### config.mk
export PLATFORM = sky130hd
export DESIGN_NAME = mic_stream_scheduler
export DESIGN_NICKNAME = d
export VERILOG_FILES = /design/src/rtl/mic_pkg.sv /design/src/rtl/pdm_deser.sv /design/src/rtl/mic_stream_scheduler.sv
export SDC_FILE = /design/constraint.sdc
export NUM_CORES = 1
export LEC_CHECK = 0
export CORE_ASPECT_RATIO = 1.4
export CORE_MARGIN = 3
export CORE_UTILIZATION = 25
export CTS_CLUSTER_SIZE = 14
export DETAILED_ROUTE_END_ITERATION = 12
export PLACE_DENSITY = 0.51
export SYNTH_ARGS = -nofsm -noshare
export SYNTH_HDL_FRONTEND = slang
export SYNTH_SLANG_ARGS = --single-unit
### constraint.sdc
create_clock -name clk -period 3.68 [get_ports clk]
set_input_delay 0.736 -clock clk [delete_from_list [all_inputs] [get_ports clk]]
set_output_delay 0.736 -clock clk [all_outputs]
set_load 0.1 [all_outputs]
### src/rtl/mic_pkg.sv
// Shared types for the PDM mic streamer: scheduler states, slot sequence and default sync byte.
package mic_pkg;

    typedef enum logic [1:0] {ST_IDLE, ST_ISSUE, ST_GUARD} sched_state_t;
    typedef enum logic [1:0] {SLOT_SYNC, SLOT_L, SLOT_R} slot_t;

    localparam logic [7:0] SYNC_BYTE_DEFAULT = 8'hA5;

endpackage

### src/rtl/pdm_deser.sv
// One PDM channel: MSB-first 8-bit shifter feeding a single-entry byte buffer.
module pdm_deser (
    input  logic       clk,
    input  logic       rst_n,
    input  logic       shift_en,
    input  logic       bit_in,
    input  logic       clear,
    input  logic       take,
    output logic [7:0] byte_out,
    output logic       valid,
    output logic       drop
);
    logic [6:0] shreg;
    logic [2:0] bit_cnt;
    logic       done;

    assign done = shift_en && (bit_cnt == 3'd7);
    // A byte finishing while the buffer is being read is accepted, not dropped.
    assign drop = done && valid && !take && !clear;

    always_ff @(posedge clk or negedge rst_n) begin
        if (!rst_n) begin
            shreg    <= '0;
            bit_cnt  <= '0;
            byte_out <= '0;
            valid    <= 1'b0;
        end else if (clear) begin
            shreg    <= '0;
            bit_cnt  <= '0;
            byte_out <= '0;
            valid    <= 1'b0;
        end else begin
            if (shift_en) begin
                shreg   <= {shreg[5:0], bit_in};
                bit_cnt <= bit_cnt + 3'd1;
            end
            if (done && (!valid || take)) begin
                byte_out <= {shreg, bit_in};
                valid    <= 1'b1;
            end else if (take) begin
                valid <= 1'b0;
            end
        end
    end

endmodule

### src/rtl/mic_stream_scheduler.sv
// Stereo PDM mic clocking/capture with ordered L,R byte scheduling and periodic sync bytes
// onto the AVR serial TX byte interface.
module mic_stream_scheduler
    import mic_pkg::*;
#(
    parameter int unsigned HALF_PERIOD = 16,
    parameter int unsigned SYNC_PERIOD = 64,
    parameter logic [7:0]  SYNC_BYTE   = SYNC_BYTE_DEFAULT
) (
    input  logic       clk,
    input  logic       rst_n,
    input  logic       enable,
    output logic       mic_clk,
    input  logic       pdm_in,
    output logic [7:0] tx_data,
    output logic       new_tx_data,
    input  logic       tx_busy,
    input  logic       tx_block,
    output logic       overflow,
    output logic       active
);
    localparam int DW = $clog2(HALF_PERIOD);
    localparam int PW = (SYNC_PERIOD > 1) ? $clog2(SYNC_PERIOD) : 1;
    localparam logic [DW-1:0] DIV_LAST  = DW'(HALF_PERIOD - 1);
    localparam logic [PW-1:0] PAIR_LAST = PW'(SYNC_PERIOD - 1);
    localparam slot_t FIRST_SLOT = (SYNC_PERIOD != 0) ? SLOT_SYNC : SLOT_L;

    logic          pdm_meta, pdm_sync;
    logic [DW-1:0] div_cnt;
    logic          tc, shift_l, shift_r;
    logic [7:0]    l_byte, r_byte;
    logic          l_valid, r_valid, l_drop, r_drop;
    logic          take_l, take_r, ready, grant;
    logic [PW-1:0] pair_cnt;
    slot_t         slot;
    sched_state_t  state, state_nxt;

    always_ff @(posedge clk or negedge rst_n) begin
        if (!rst_n) begin
            pdm_meta <= 1'b0;
            pdm_sync <= 1'b0;
        end else begin
            pdm_meta <= pdm_in;
            pdm_sync <= pdm_meta;
        end
    end

    assign tc = (div_cnt == DIV_LAST);

    always_ff @(posedge clk or negedge rst_n) begin
        if (!rst_n) begin
            div_cnt <= '0;
            mic_clk <= 1'b0;
            active  <= 1'b0;
        end else if (!enable) begin
            div_cnt <= '0;
            mic_clk <= 1'b0;
            active  <= 1'b0;
        end else begin
            active <= 1'b1;
            if (tc) begin
                div_cnt <= '0;
                mic_clk <= ~mic_clk;
            end else begin
                div_cnt <= div_cnt + DW'(1);
            end
        end
    end

    // Left samples at the end of the high phase, right at the end of the low phase.
    assign shift_l = enable && tc && mic_clk;
    assign shift_r = enable && tc && !mic_clk;

    pdm_deser u_deser_l (
        .clk(clk), .rst_n(rst_n), .shift_en(shift_l), .bit_in(pdm_sync), .clear(!enable),
        .take(take_l), .byte_out(l_byte), .valid(l_valid), .drop(l_drop)
    );

    pdm_deser u_deser_r (
        .clk(clk), .rst_n(rst_n), .shift_en(shift_r), .bit_in(pdm_sync), .clear(!enable),
        .take(take_r), .byte_out(r_byte), .valid(r_valid), .drop(r_drop)
    );

    always_comb begin
        state_nxt   = state;
        new_tx_data = 1'b0;
        ready       = 1'b0;
        grant       = 1'b0;
        take_l      = 1'b0;
        take_r      = 1'b0;
        case (slot)
            SLOT_SYNC: ready = 1'b1;
            SLOT_L:    ready = l_valid;
            SLOT_R:    ready = r_valid;
            default:   ready = 1'b0;
        endcase
        case (state)
            ST_IDLE: begin
                grant = enable && !tx_busy && !tx_block && ready;
                if (grant) state_nxt = ST_ISSUE;
            end
            ST_ISSUE: begin
                new_tx_data = 1'b1;
                take_l      = (slot == SLOT_L);
                take_r      = (slot == SLOT_R);
                state_nxt   = ST_GUARD;
            end
            ST_GUARD: state_nxt = ST_IDLE;
            default:  state_nxt = ST_IDLE;
        endcase
    end

    always_ff @(posedge clk or negedge rst_n) begin
        if (!rst_n) state <= ST_IDLE;
        else        state <= state_nxt;
    end

    always_ff @(posedge clk or negedge rst_n) begin
        if (!rst_n) begin
            tx_data <= '0;
        end else if (grant) begin
            case (slot)
                SLOT_L:  tx_data <= l_byte;
                SLOT_R:  tx_data <= r_byte;
                default: tx_data <= SYNC_BYTE;
            endcase
        end
    end

    // The pointer still names the issued slot during ISSUE, and advances as it leaves.
    always_ff @(posedge clk or negedge rst_n) begin
        if (!rst_n) begin
            slot     <= FIRST_SLOT;
            pair_cnt <= '0;
        end else if (!enable) begin
            slot     <= FIRST_SLOT;
            pair_cnt <= '0;
        end else if (state == ST_ISSUE) begin
            case (slot)
                SLOT_SYNC: slot <= SLOT_L;
                SLOT_L:    slot <= SLOT_R;
                default: begin
                    if (SYNC_PERIOD != 0 && pair_cnt == PAIR_LAST) begin
                        pair_cnt <= '0;
                        slot     <= SLOT_SYNC;
                    end else begin
                        pair_cnt <= pair_cnt + PW'(1);
                        slot     <= SLOT_L;
                    end
                end
            endcase
        end
    end

    always_ff @(posedge clk or negedge rst_n) begin
        if (!rst_n)                overflow <= 1'b0;
        else if (!enable)          overflow <= 1'b0;
        else if (l_drop || r_drop) overflow <= 1'b1;
    end

endmodule

# Word-level counts from Yosys, hierarchy flattened
# Index checks and enable logic that the tools add are counted.
[word_totals]
input_bits = 6
ff_bits = 65
latch_bits = 0
memories = 0
output_inout_bits = 12
ram_bits = 0
romBits = 0
wordCells = 112
[classes]
multipliers = 0
n_eq_ne = 18
bitwise = 1
magnitude_cmp = 0
add_sub_neg = 4
n_reduce_logical = 30
n_div = 0
muxes = 41
shift = 0
[ops]
columns = ["operator", "n"]
rows = [
  ["8-bit 2-to-1 mux", 4],
  ["7-bit 2-to-1 mux", 4],
  ["6-bit 2-to-1 mux", 4],
  ["1-bit logical AND", 16],
  ["1-bit 2-to-1 mux", 16],
  ["8-bit one-hot mux with 2 select lines", 1],
  ["2-bit by 1-bit inequality test with 1-bit output (second input constant)", 7],
  ["3-bit 2-to-1 mux", 4],
  ["4-bit 2-to-1 mux", 2],
  ["2-bit one-hot mux with 2 select lines", 2],
  ["1-bit zero test", 7],
  ["3-bit by 1-bit adder with 3-bit output (second input constant)", 2],
  ["6-bit by 1-bit adder with 6-bit output (second input constant)", 1],
  ["3-bit == test (second input constant)", 2],
  ["6-bit == test (second input constant)", 1],
  ["2-bit 2-to-1 mux", 3],
  ["3-bit by 1-bit inequality test with 1-bit output (second input constant)", 2],
  ["4-bit by 1-bit adder with 4-bit output (second input constant)", 1],
  ["2-bit by 1-bit == test with 1-bit output (second input constant)", 2],
  ["4-bit == test (second input constant)", 1],
  ["2-bit zero test", 2],
  ["2-bit inequality test (second input constant)", 2],
  ["1-bit logical OR", 3],
  ["1-bit one-hot mux with 3 select lines", 1],
  ["4 further kinds", 4],
]

# Depth between registers and ports, before layout
[depth]
ltp_word = 10
depth_mapped = 9
mapped_depth_nobuf = 6

# Hierarchy
# From an unflattened synthesis, not the netlist that was laid out.
[hier_totals]
hier_cells = 270
area_unflattened_um2 = 3133.0
[by_module_without_submodules]
columns = ["module", "instances", "cells_each", "area_per_inst_um2", "seq_area_each_um2"]
rows = [
  ["pdm_deser", 2, 75, 900.9, 475.5],
  ["mic_stream_scheduler", 1, 120, 1331.3, 675.6],
]

# Least setup slack after synthesis
# Ideal clock, no wire load.
[synth_path]
kind = "input port to flip-flop"
start = "input tx_busy"
end = "register tx_data[5]"
arrival_time_ps = 2123
setup_slack_ps = 1437
path_stages = 5
n_path_buf = 2
setup_time_ps = 120
cell_sequence = "or4_1 or4_1 buf_2 buf_6 a21o_1"
[synth_via]
elab_chain_len = 5
[synth_lines]
columns = ["item", "line_no", "rtl"]
rows = [
  ["start: declaration", "mic_stream_scheduler.sv:17", "input logic tx_busy,"],
  ["1-bit zero test", "mic_stream_scheduler.sv:99", "grant = enable && !tx_busy && !tx_block && ready;"],
  ["1-bit logical AND (3 in a row)", "mic_stream_scheduler.sv:99", ""],
  ["1-bit 2-to-1 mux", "mic_stream_scheduler.sv:97", "case (state)"],
  ["end signal: assignment", "mic_stream_scheduler.sv:123", "SLOT_L: tx_data <= l_byte;"],
  ["end signal: assignment", "mic_stream_scheduler.sv:124", "SLOT_R: tx_data <= r_byte;"],
  ["end: declaration", "mic_stream_scheduler.sv:15", "output logic [7:0] tx_data,"],
]
# Every way passes these cells.
# A chain may end at the register's enable or synchronous reset.

# Worst setup path in the final report
[layout_path]
start = "register overflow"
end = "output overflow"
[layout_rtl]
columns = ["item", "line_no", "rtl"]
rows = [
  ["start: declaration", "mic_stream_scheduler.sv:19", "output logic overflow,"],
  ["start signal: assignment", "mic_stream_scheduler.sv:156", "if (!rst_n) overflow <= 1'b0;"],
  ["start signal: assignment", "mic_stream_scheduler.sv:157", "else if (!enable) overflow <= 1'b0;"],
  ["start signal: assignment", "mic_stream_scheduler.sv:158", "else if (l_drop || r_drop) overflow <= 1'b1;"],
]
# No word-level cell between the ends.

==> impl_metrics.tcl <==
set metrics [dict create \
    cp.required_ns 2.94 \
    min_period_ns 2.59 \
    antenna_left 0 \
    start_util_pct 25.9 \
    antenna_found_initial 0 \
    grt_usage_pct 9.87 \
    fin_crit_sh_pct 70.4 \
    core_mm2 0.0110 \
    diodes 0 \
    io_buffers 17 \
    clock-sinks 65 \
    holdCritPathClass "reg -> reg" \
    clk_pin_slew_ns 0.05 \
    area_growth_pct 22.3 \
    outcome "completed" \
    worstPathCellList "clkdlybuf4s50_1" \
    h-tree-depth 3 \
    cts.repair.resized 0 \
    final_hold_viol_count 0 \
    regArea_mm2 0.00163 \
    multi_input_area_mm2 0.00110 \
    relSlewSlack_pct 34.8 \
    syn_area_mm2 0.00286 \
    grt_max_degree 40 \
    placementRows 45 \
    dieArea_mm2 0.0128 \
    slowest_stage "clkdlybuf4s50_1" \
    grt_pass1_wl_um 9810 \
    wl_per_cell_um 12.5 \
    avgViaCountPerCell 4.51 \
    drv_cap 0 \
    end_kind "primary output" \
    firstDrtPassIters 4 \
    grt_pass1_vias 1977 \
    cts_tree "built" \
    critPathMaxStageDelay_ns 1.15 \
    critPathBufInv 1 \
    routed_wl_um 5740 \
    fill_cells 1179 \
    synthesis.nets 311 \
    ys_ff_latch 65 \
    die_y_um 133 \
    die_x_um 96.4 \
    worst_setup_path_start_kind "flop" \
    drive_gt1_share_pct 8.20 \
    clk_latency_ns 0.33 \
    overflow 0 \
    setup_viol 0 \
    ctsHoldBuffers 0 \
    cts_setup_buffers 0 \
    cts-root-buf "clkbuf_16" \
    fmax_mhz 386 \
    leakage_nw 1.52 \
    timing.critical_path.fanout_max 2 \
    holdWs_ns 0.352 \
    cts_buffer_depth 2 \
    max_slew.worst_pin.slew_ns 0.976 \
    path_class "reg -> out" \
    detail_route.iter0.violations 177 \
    peakVddDrop_mv 0.178 \
    slew_violations 0 \
    yosysSeqAreaShare_pct 56.9 \
    cp_data_arrival_time_ns 1.85 \
    fin_tns_setup_ns 0 \
    yosysUniqueCellTypes 37 \
    syn_area_per_cell_um2 9.69 \
    drc 0 \
    ys_warn_count 0 \
    pin_count 18 \
    synthCells 295 \
    hpwl_um 3940 \
    vias 2064 \
    nets 328 \
    gp_congestion 0.741 \
    cellPowerDensity_mw_per_mm2 539 \
    cts_made_buffers 9 \
    critical-path-top-delay-family "buffers and inverters" \
    rsz0062_at_grt "no" \
    clock_skew_ns 0.00635 \
]
-- metal layers --
metal / track usage, % / up-vias / part of all wire [%] / routed length, µm
li1: - / 1041 / - / -
met1: 12.4 / 992 / 46 / 2650
met2: 15.5 / 23 / 48 / 2780
met3: 2.28 / 8 / 2.9 / 164
met4: 5.15 / 0 / 2.4 / 140
met5: 0 / - / 0 / 0
-- final cells by class --
type	instances	area share [%]
Clock inverter	4	2.15
Tap cell	141	5.04
Sequential cell	65	46.5
Clock buffer	12	7.33
Timing Repair Buffer	23	5.87
Multi-Input combinational cell	198	31.5
Inverter	15	1.61
-- stage by stage --
step           setup slack, ns  area, µm²  instances  util [%]  total power [W]
6_report                  1.09       3500        458      31.7          0.00188
5_1_grt                   1.06       3500        458      31.7          0.00195
4_1_cts                   1.06       3500        458      31.7          0.00191
3_5_place_dp             0.910       3170        442      28.7         0.000964
3_3_place_gp             0.933       3170        442      28.7         0.000963
2_1_floorplan             1.44       2860        295         -         0.000903
-- synth_stat cells --
| cell type | number | share of area (%) |
|---|---|---|
| o31ai_1 | 6 | 1.6 |
| nand4b_1 | 1 | 0.31 |
| nand4_1 | 2 | 0.44 |
| o21ai_0 | 31 | 5.4 |
| and3_1 | 1 | 0.22 |
| nor3_1 | 2 | 0.35 |
| xnor2_1 | 1 | 0.31 |
| nand3_1 | 16 | 2.8 |
| a221oi_1 | 1 | 0.31 |
| nor4b_1 | 1 | 0.31 |
| or4b_2 | 1 | 0.35 |
| a2111oi_2 | 1 | 0.53 |
| buf_6 | 1 | 0.39 |
| mux2i_1 | 1 | 0.35 |
| xor2_1 | 3 | 0.92 |
| dfrtp_1 | 65 | 57 |
| or4_1 | 2 | 0.53 |
| buf_1 | 4 | 0.53 |
| clkbuf_1 | 9 | 1.2 |
| nand3b_1 | 2 | 0.53 |
| inv_1 | 15 | 2.0 |
| nor2_1 | 8 | 1.1 |
| nand2b_1 | 1 | 0.22 |
| a21o_1 | 4 | 1.1 |
| a22oi_1 | 4 | 1.1 |
| and4_1 | 1 | 0.31 |
| ha_1 | 10 | 4.4 |
| a211o_1 | 1 | 0.31 |
| nor3b_1 | 1 | 0.26 |
| a22o_1 | 4 | 1.2 |
| buf_2 | 3 | 0.53 |
| o21ai_1 | 5 | 0.88 |
| a32oi_1 | 1 | 0.31 |
| a21oi_1 | 16 | 2.8 |
| and2_1 | 2 | 0.44 |
| nand2_1 | 67 | 8.8 |
| or3_1 | 1 | 0.22 |
-- sequential cells by signal, indices dropped and copies added (netlist names), 2 cells and up --
| signal | flops |
|---|---|
| u_deser_r.bit_cnt | 3 |
| state | 2 |
| pair_cnt | 6 |
| u_deser_l.bit_cnt | 3 |
| slot | 2 |
| u_deser_l.shreg | 7 |
| tx_data | 8 |
| u_deser_r.byte_out | 8 |
| u_deser_l.byte_out | 8 |
| div_cnt | 4 |
| u_deser_r.shreg | 7 |
-- worst paths after layout --
kind / from / end / slack, ns / cells after the start
max: overflow / overflow / 1.09 / 1
min reg2reg: pdm_meta / pdm_sync / 0.35 / 0
max in group asynchronous: rst_n / u_deser_l.byte_out[5] / 2.42 / 2
min: pdm_meta / pdm_sync / 0.35 / 0
min in group asynchronous: rst_n / u_deser_r.shreg[5] / 0.53 / 1
max reg2reg: slot[1] / pair_cnt[5] / 1.44 / 6
-- layout by cell type (no fill, tap or decap), drive strengths merged, types with 2 or more instances in the layout --
cell type       n
a22oi           4
and2            2
a21oi          16
clkdlybuf4s50  14
o21ai          36
bufinv          2
nand3          16
nand4           2
o31ai           6
clkbuf         12
or4             2
nor3            2
nand2          67
dfrtp          65
a21o            4
a22o            4
nor2            8
buf             9
ha             10
inv            15
clkinvlp        2
xor2            3
nand3b          2
-- where the power goes --
| part | total [W] | switching (W) | leakage, nW | internal (W) |
|---|---|---|---|---|
| combinational | 0.000200 | 0.000154 | 0.477 | 0.0000464 |
| clock | 0.000935 | 0.000306 | 0.155 | 0.000630 |
| sequential | 0.000749 | 0.0000135 | 0.888 | 0.000735 |
-- kinds of logic after synthesis --
group / Yosys count / share of synthesized area [%]
simple gates: 109 / 17.1
xor+xnor: 4 / 1.23
compound gates: 74 / 15.4
mux: 1 / 0.350
fa+ha+maj: 10 / 4.38
buf+inv: 32 / 4.59
flops: 65 / 56.9
Note: power is estimated with default switching activity, not from simulation.
